**src/rtl/dmem_ctrl_pkg.sv**
```systemverilog
// dmem_ctrl_pkg: shared types and helpers for the data-memory controller.
//   state_e   : controller FSM states
//   req_id_e  : requester identity (also the round-robin pointer encoding)
//   BE_FULL   : byte-enable value meaning a whole-word access
//   be_to_mask: expands 4 byte enables into a 32-bit lane mask
package dmem_ctrl_pkg;

  typedef enum logic {
    IDLE,
    RMW_WR
  } state_e;

  typedef enum logic {
    REQ_CORE,
    REQ_AUX
  } req_id_e;

  localparam logic [3:0] BE_FULL = 4'hF;

  function automatic logic [31:0] be_to_mask(input logic [3:0] be);
    logic [31:0] mask;
    mask = '0;
    for (int unsigned i = 0; i < 4; i++) begin
      mask[8*i +: 8] = {8{be[i]}};
    end
    return mask;
  endfunction

endpackage

```
**src/rtl/dmem_ctrl_rr_arb2.sv**
```systemverilog
// rr_arb2: two-way round-robin arbiter.
//   clk, rst_n : clock, asynchronous active-low reset
//   i_req[1:0] : request vector, bit 0 = core, bit 1 = aux
//   i_advance  : a grant was taken this cycle; move the pointer
//   o_gnt[1:0] : one-hot combinational grant
// The pointer names the requester favoured on a tie and moves to the
// loser of every grant, so back-to-back contention alternates.
module rr_arb2
  import dmem_ctrl_pkg::*;
(
  input  logic       clk,
  input  logic       rst_n,
  input  logic [1:0] i_req,
  input  logic       i_advance,
  output logic [1:0] o_gnt
);

  req_id_e r_ptr;

  always_comb begin
    o_gnt = '0;
    unique case (i_req)
      2'b01:   o_gnt = 2'b01;
      2'b10:   o_gnt = 2'b10;
      2'b11:   o_gnt = (r_ptr == REQ_CORE) ? 2'b01 : 2'b10;
      default: o_gnt = '0;
    endcase
  end

  always_ff @(posedge clk or negedge rst_n) begin
    if (!rst_n) begin
      r_ptr <= REQ_CORE;
    end else if (i_advance) begin
      r_ptr <= o_gnt[0] ? REQ_AUX : REQ_CORE;
    end
  end

endmodule

```
**src/rtl/dmem_ctrl.sv**
```systemverilog
// dmem_ctrl: shares a single-port, word-addressed data memory between the
// pipeline MEM stage (c_*) and the program/debug loader (a_*).
//   c_req/we/be/addr/wdata, a_*   : request ports (req held until gnt)
//   c_gnt, a_gnt                  : combinational accept, IDLE only
//   c_rvalid/rdata/err, a_*       : registered response, 1 cycle after gnt
//   mem_we/addr/wd, mem_rd        : memory port (async read, whole-word write)
// Sub-word stores become a read-modify-write: the grant cycle reads and
// merges, RMW_WR writes the merged word back. Out-of-range accesses are
// granted, never written, and answered with err.
module dmem_ctrl
  import dmem_ctrl_pkg::*;
#(
  parameter int unsigned ADDR_WORDS = 64,
  parameter int unsigned AW         = 32
) (
  input  logic          clk,
  input  logic          rst_n,
  input  logic          c_req,
  input  logic          c_we,
  input  logic [3:0]    c_be,
  input  logic [AW-1:0] c_addr,
  input  logic [31:0]   c_wdata,
  output logic          c_gnt,
  output logic          c_rvalid,
  output logic [31:0]   c_rdata,
  output logic          c_err,
  input  logic          a_req,
  input  logic          a_we,
  input  logic [3:0]    a_be,
  input  logic [AW-1:0] a_addr,
  input  logic [31:0]   a_wdata,
  output logic          a_gnt,
  output logic          a_rvalid,
  output logic [31:0]   a_rdata,
  output logic          a_err,
  output logic          mem_we,
  output logic [31:0]   mem_addr,
  output logic [31:0]   mem_wd,
  input  logic [31:0]   mem_rd
);

  state_e        r_state;
  logic [31:0]   r_rmw_addr;
  logic [31:0]   r_rmw_data;
  logic          r_c_rvalid, r_c_err, r_a_rvalid, r_a_err;
  logic [31:0]   r_c_rdata, r_a_rdata;

  logic [1:0]    w_arb_req, w_gnt;
  logic          w_any_gnt;
  logic          w_we;
  logic [3:0]    w_be;
  logic [AW-1:0] w_addr;
  logic [31:0]   w_wdata, w_mask, w_merged, w_resp_data;
  logic          w_in_range, w_full, w_partial, w_resp_valid;

  // Requests are hidden from the arbiter while in RMW_WR or in reset, so no
  // grant escapes and the pointer holds.
  assign w_arb_req = (rst_n && r_state == IDLE) ? {a_req, c_req} : 2'b00;
  assign w_any_gnt = |w_gnt;

  rr_arb2 u_arb (
    .clk       (clk),
    .rst_n     (rst_n),
    .i_req     (w_arb_req),
    .i_advance (w_any_gnt),
    .o_gnt     (w_gnt)
  );

  assign c_gnt = w_gnt[0];
  assign a_gnt = w_gnt[1];

  assign w_we    = w_gnt[1] ? a_we    : c_we;
  assign w_be    = w_gnt[1] ? a_be    : c_be;
  assign w_addr  = w_gnt[1] ? a_addr  : c_addr;
  assign w_wdata = w_gnt[1] ? a_wdata : c_wdata;

  assign w_in_range = (32'(w_addr[AW-1:2]) < ADDR_WORDS);
  assign w_full     = w_we && w_in_range && (w_be == BE_FULL);
  assign w_partial  = w_we && w_in_range && (w_be != BE_FULL) && (w_be != '0);
  assign w_mask     = be_to_mask(w_be);
  assign w_merged   = (mem_rd & ~w_mask) | (w_wdata & w_mask);

  // Reads and every out-of-range access answer; in-range writes are silent.
  assign w_resp_valid = w_any_gnt && (!w_we || !w_in_range);
  assign w_resp_data  = (!w_we && w_in_range) ? mem_rd : '0;

  always_comb begin
    mem_we   = 1'b0;
    mem_addr = '0;
    mem_wd   = '0;
    if (r_state == RMW_WR) begin
      mem_we   = 1'b1;
      mem_addr = r_rmw_addr;
      mem_wd   = r_rmw_data;
    end else if (w_any_gnt) begin
      mem_addr = 32'(w_addr);
      if (w_full) begin
        mem_we = 1'b1;
        mem_wd = w_wdata;
      end
    end
  end

  always_ff @(posedge clk or negedge rst_n) begin
    if (!rst_n) begin
      r_state    <= IDLE;
      r_rmw_addr <= '0;
      r_rmw_data <= '0;
      r_c_rvalid <= 1'b0;
      r_c_err    <= 1'b0;
      r_c_rdata  <= '0;
      r_a_rvalid <= 1'b0;
      r_a_err    <= 1'b0;
      r_a_rdata  <= '0;
    end else begin
      r_c_rvalid <= 1'b0;
      r_c_err    <= 1'b0;
      r_a_rvalid <= 1'b0;
      r_a_err    <= 1'b0;
      unique case (r_state)
        IDLE: begin
          if (w_gnt[0]) begin
            r_c_rvalid <= w_resp_valid;
            r_c_err    <= w_resp_valid && !w_in_range;
            if (w_resp_valid) r_c_rdata <= w_resp_data;
          end
          if (w_gnt[1]) begin
            r_a_rvalid <= w_resp_valid;
            r_a_err    <= w_resp_valid && !w_in_range;
            if (w_resp_valid) r_a_rdata <= w_resp_data;
          end
          if (w_partial) begin
            r_state    <= RMW_WR;
            r_rmw_addr <= 32'(w_addr);
            r_rmw_data <= w_merged;
          end
        end
        RMW_WR:  r_state <= IDLE;
        default: r_state <= IDLE;
      endcase
    end
  end

  assign c_rvalid = r_c_rvalid;
  assign c_rdata  = r_c_rdata;
  assign c_err    = r_c_err;
  assign a_rvalid = r_a_rvalid;
  assign a_rdata  = r_a_rdata;
  assign a_err    = r_a_err;

endmodule

```
**config.mk**
```make
export PLATFORM = sky130hd
export DESIGN_NAME = dmem_ctrl
export DESIGN_NICKNAME = d
export VERILOG_FILES = /design/src/rtl/dmem_ctrl_pkg.sv /design/src/rtl/dmem_ctrl_rr_arb2.sv /design/src/rtl/dmem_ctrl.sv
export SDC_FILE = /design/constraint.sdc
export NUM_CORES = 1
export LEC_CHECK = 0
export CAP_MARGIN = 10
export CORE_MARGIN = 5
export CORE_UTILIZATION = 42
export DETAILED_ROUTE_END_ITERATION = 16
export MAX_ROUTING_LAYER = met4
export PLACE_DENSITY = 0.81
export SLEW_MARGIN = 25
export SYNTH_ARGS = -nofsm -noshare
export SYNTH_HDL_FRONTEND = slang
export SYNTH_SLANG_ARGS = --single-unit
```
**constraint.sdc**
```tcl
create_clock -name clk -period 3.3 [get_ports clk]
set_input_delay 0.825 -clock clk [delete_from_list [all_inputs] [get_ports clk]]
set_output_delay 0.825 -clock clk [all_outputs]
set_load 0.01 [all_outputs]
```
==> impl_metrics.toml <==
[run_status]
status = "finished, violations left"
failed_checks = "negative setup slack"

[cells_and_area]
final_common_cell = "clkdlybuf4s50_1"
drive_above_1_share_pct = 26.2
area_growth_pct = 73.3
antennaDiodeCount = 0
final_area_mm2 = 0.0115
utilization_pct = 73.3
fill_cells = 1143
stdcell_count = 1294
layout_common_cells = "clkdlybuf4s50_1, dfrtp_1, nand2_1, buf_4, o21ai_0"
nNetsFinal = 1239

[worst_hold_path]
min_from = "r_rmw_data[11]"
hp-class = "reg -> reg"

[synth]
syn-num-nets = 840
seq_area_frac_synth_pct = 50.5
netlist_instances = 666
ys_warn_count = 0
synthArstFlopShare_pct = 100
ys_ff_latch = 134
synth_edf_count = 0
ys_types = 31
synthesis.area_mm2 = 0.00664
syn-mean-instance-area_um2 = 9.97
ys.flop_type = "dfrtp_1"

[global_routing]
grt-ovfl-total = 0
groute.usage.overall_pct = 28.0
grt_pass1_wl_um = 38700
antenna_found_initial = 0
grt_max_degree = 83
grt_pass1_vias = 7042

[route]
ant_nets = 0
routedWlPerCell_um = 20.0
wirelength_um = 25900
firstDrtPassIters = 5
via_count = 6833
dr.first_iter.drc_count = 388
viasPerCell = 5.28
route.detailed.drc = 0

[sta]
max_freq_ghz = 0.280
hold_viol = 0
finalCritPeriodShare_pct = 108
setup_ws_ns = -0.271
tns_ns = -7.75
tightest_slew_ns = 0.776
fin_skew_ns = 0.00670
maxSlewHeadroom_pct = 48.2
post-route-min-period_ns = 3.57
finalSetupViolCount = 33
rsz0062_at_grt = "yes"
drv_slew = 0

[clock_tree]
htree_levels = 4
cts_sinks = 134
clockBufferDepth = 2
cts_tree = "done"
cts_made_buffers = 17
clockRootBuffer = "clkbuf_16"
hold_buffers = 0
clk_pin_slew_ns = 0.06
clk_latency_ns = 0.42

[critical_path]
criticalPathCategory = "in -> out"
end_kind = "output port"
critical_path.startpoint = "a_addr[18]"
crit_arrival_ns = 2.75
critPathRequiredTime_ns = 2.47
r2r-start = "u_arb.r_ptr"
worst_setup_path_start_kind = "input port"
worst-path-max-fanout = 7

[die]
rows = 46
die_x_um = 136
initial_core_util_pct = 42.3
die-area_mm2 = 0.0184
core_mm2 = 0.0157
ioPinCount = 309
die_h_um = 136

[placement]
port_buffers = 308
gp_congestion = 0.890
dpl_cell_area_mm2 = 0.0106
pre_cts_slack_ns = -1.20
dp_hpwl_um = 17800
dpl.cell_count = 1229

[pwr]
power.static_leakage_nw = 5.68
vdd_drop_max_mv = 0.337
p_per_area_mw_per_mm2 = 373

[job]
maxCapViolCount = 0
-- area by class of cell --
cell class | instances | area [um^2] | share of cell area, %
Clock buffer | 18 | 429 | 3.73
Clock inverter | 14 | 175 | 1.52
Inverter | 6 | 22.5 | 0.196
Multi-Input combinational cell | 478 | 3290 | 28.6
Sequential cell | 134 | 3350 | 29.1
Tap cell | 216 | 270 | 2.35
Timing Repair Buffer | 428 | 3970 | 34.5
-- layer usage --
layer | part of all wire (%) | up-vias | track usage, % | wire, um
li1 | - | 3169 | - | -
met1 | 40 | 3293 | 33.3 | 10400
met2 | 49 | 328 | 46.9 | 12800
met3 | 8.4 | 43 | 7.28 | 2170
met4 | 2.0 | 0 | 8.57 | 527
met5 | 0 | - | - | 0
-- Yosys cell counts, types with 9 or more instances --
master    count  share of area, %
and2_1       24               2.3
nand2_1     113               6.4
nor2_1       38               2.1
dfrtp_1     134                50
mux2i_1      69                10
o21ai_0      75               5.7
clkbuf_1     25               1.4
a22o_1       64               8.4
o21ai_2      29               3.8
nor4_1        9              0.85
buf_2        17               1.3
a21oi_1      33               2.5
-- timing repair --
action	CTS	global route
cloned	2	3
endpoints found under the setup margin	65	69
gates resized for setup	384	27
pin swaps	51	8
buffers inserted	33	4
-- final timing paths --
kind / cells past startpoint / endpoint / slack [ns]
setup / recovery: 10 / mem_wd[13] / -0.27
hold / removal: 2 / r_rmw_data[11] / 0.48
setup reg to reg: 17 / r_rmw_data[10] / 0.26
hold reg to reg: 2 / r_rmw_data[11] / 0.48
max in group asynchronous: 3 / r_rmw_data[20] / 1.59
min in group asynchronous: 2 / r_rmw_data[4] / 0.52
-- stage by stage --
stage | hold WS, ns | total power (W)
after floorplan | 0.450 | 0.00189
after global routing | 0.493 | 0.00444
final | 0.481 | 0.00430
after detailed placement | 0.471 | 0.00237
after CTS | 0.484 | 0.00430
after global placement | 0.461 | 0.00236
-- logic make-up after synthesis --
logic type,after synthesis,share of synthesized area (%)
muxes,70,10.6
buffers and inverters,54,3.90
AOI/OAI and AO/OA,205,20.9
and+or+nand+nor,203,14.2
DFF,134,50.5
-- flip-flops by register name (all words and copies together), names as in the netlist --
signal       cells
c_rvalid         1
c_rdata         32
a_rdata         32
r_rmw_data      32
r_state          1
r_rmw_addr      32
c_err            1
a_rvalid         1
u_arb.r_ptr      1
a_err            1
-- critical path, cell delays in order --
cell and delay (ns):
buf_2 0.13, nor4_4 0.29, nand4_1 0.23, nor3_4 0.21, o21ai_2 0.11, or3_4 0.40, buf_12 0.16, buf_12 0.13
o21ai_2 0.12, buf_2 0.15
-- power breakdown --
group / leakage [nW] / total (W) / internal, W / switching (W)
Clock: 0.287 / 0.00194 / 0.00119 / 0.000747
Sequential: 1.87 / 0.00165 / 0.00165 / 0.00000285
Combinational: 3.53 / 0.000706 / 0.000375 / 0.000331
Note: power is estimated with default switching activity, not from simulation.
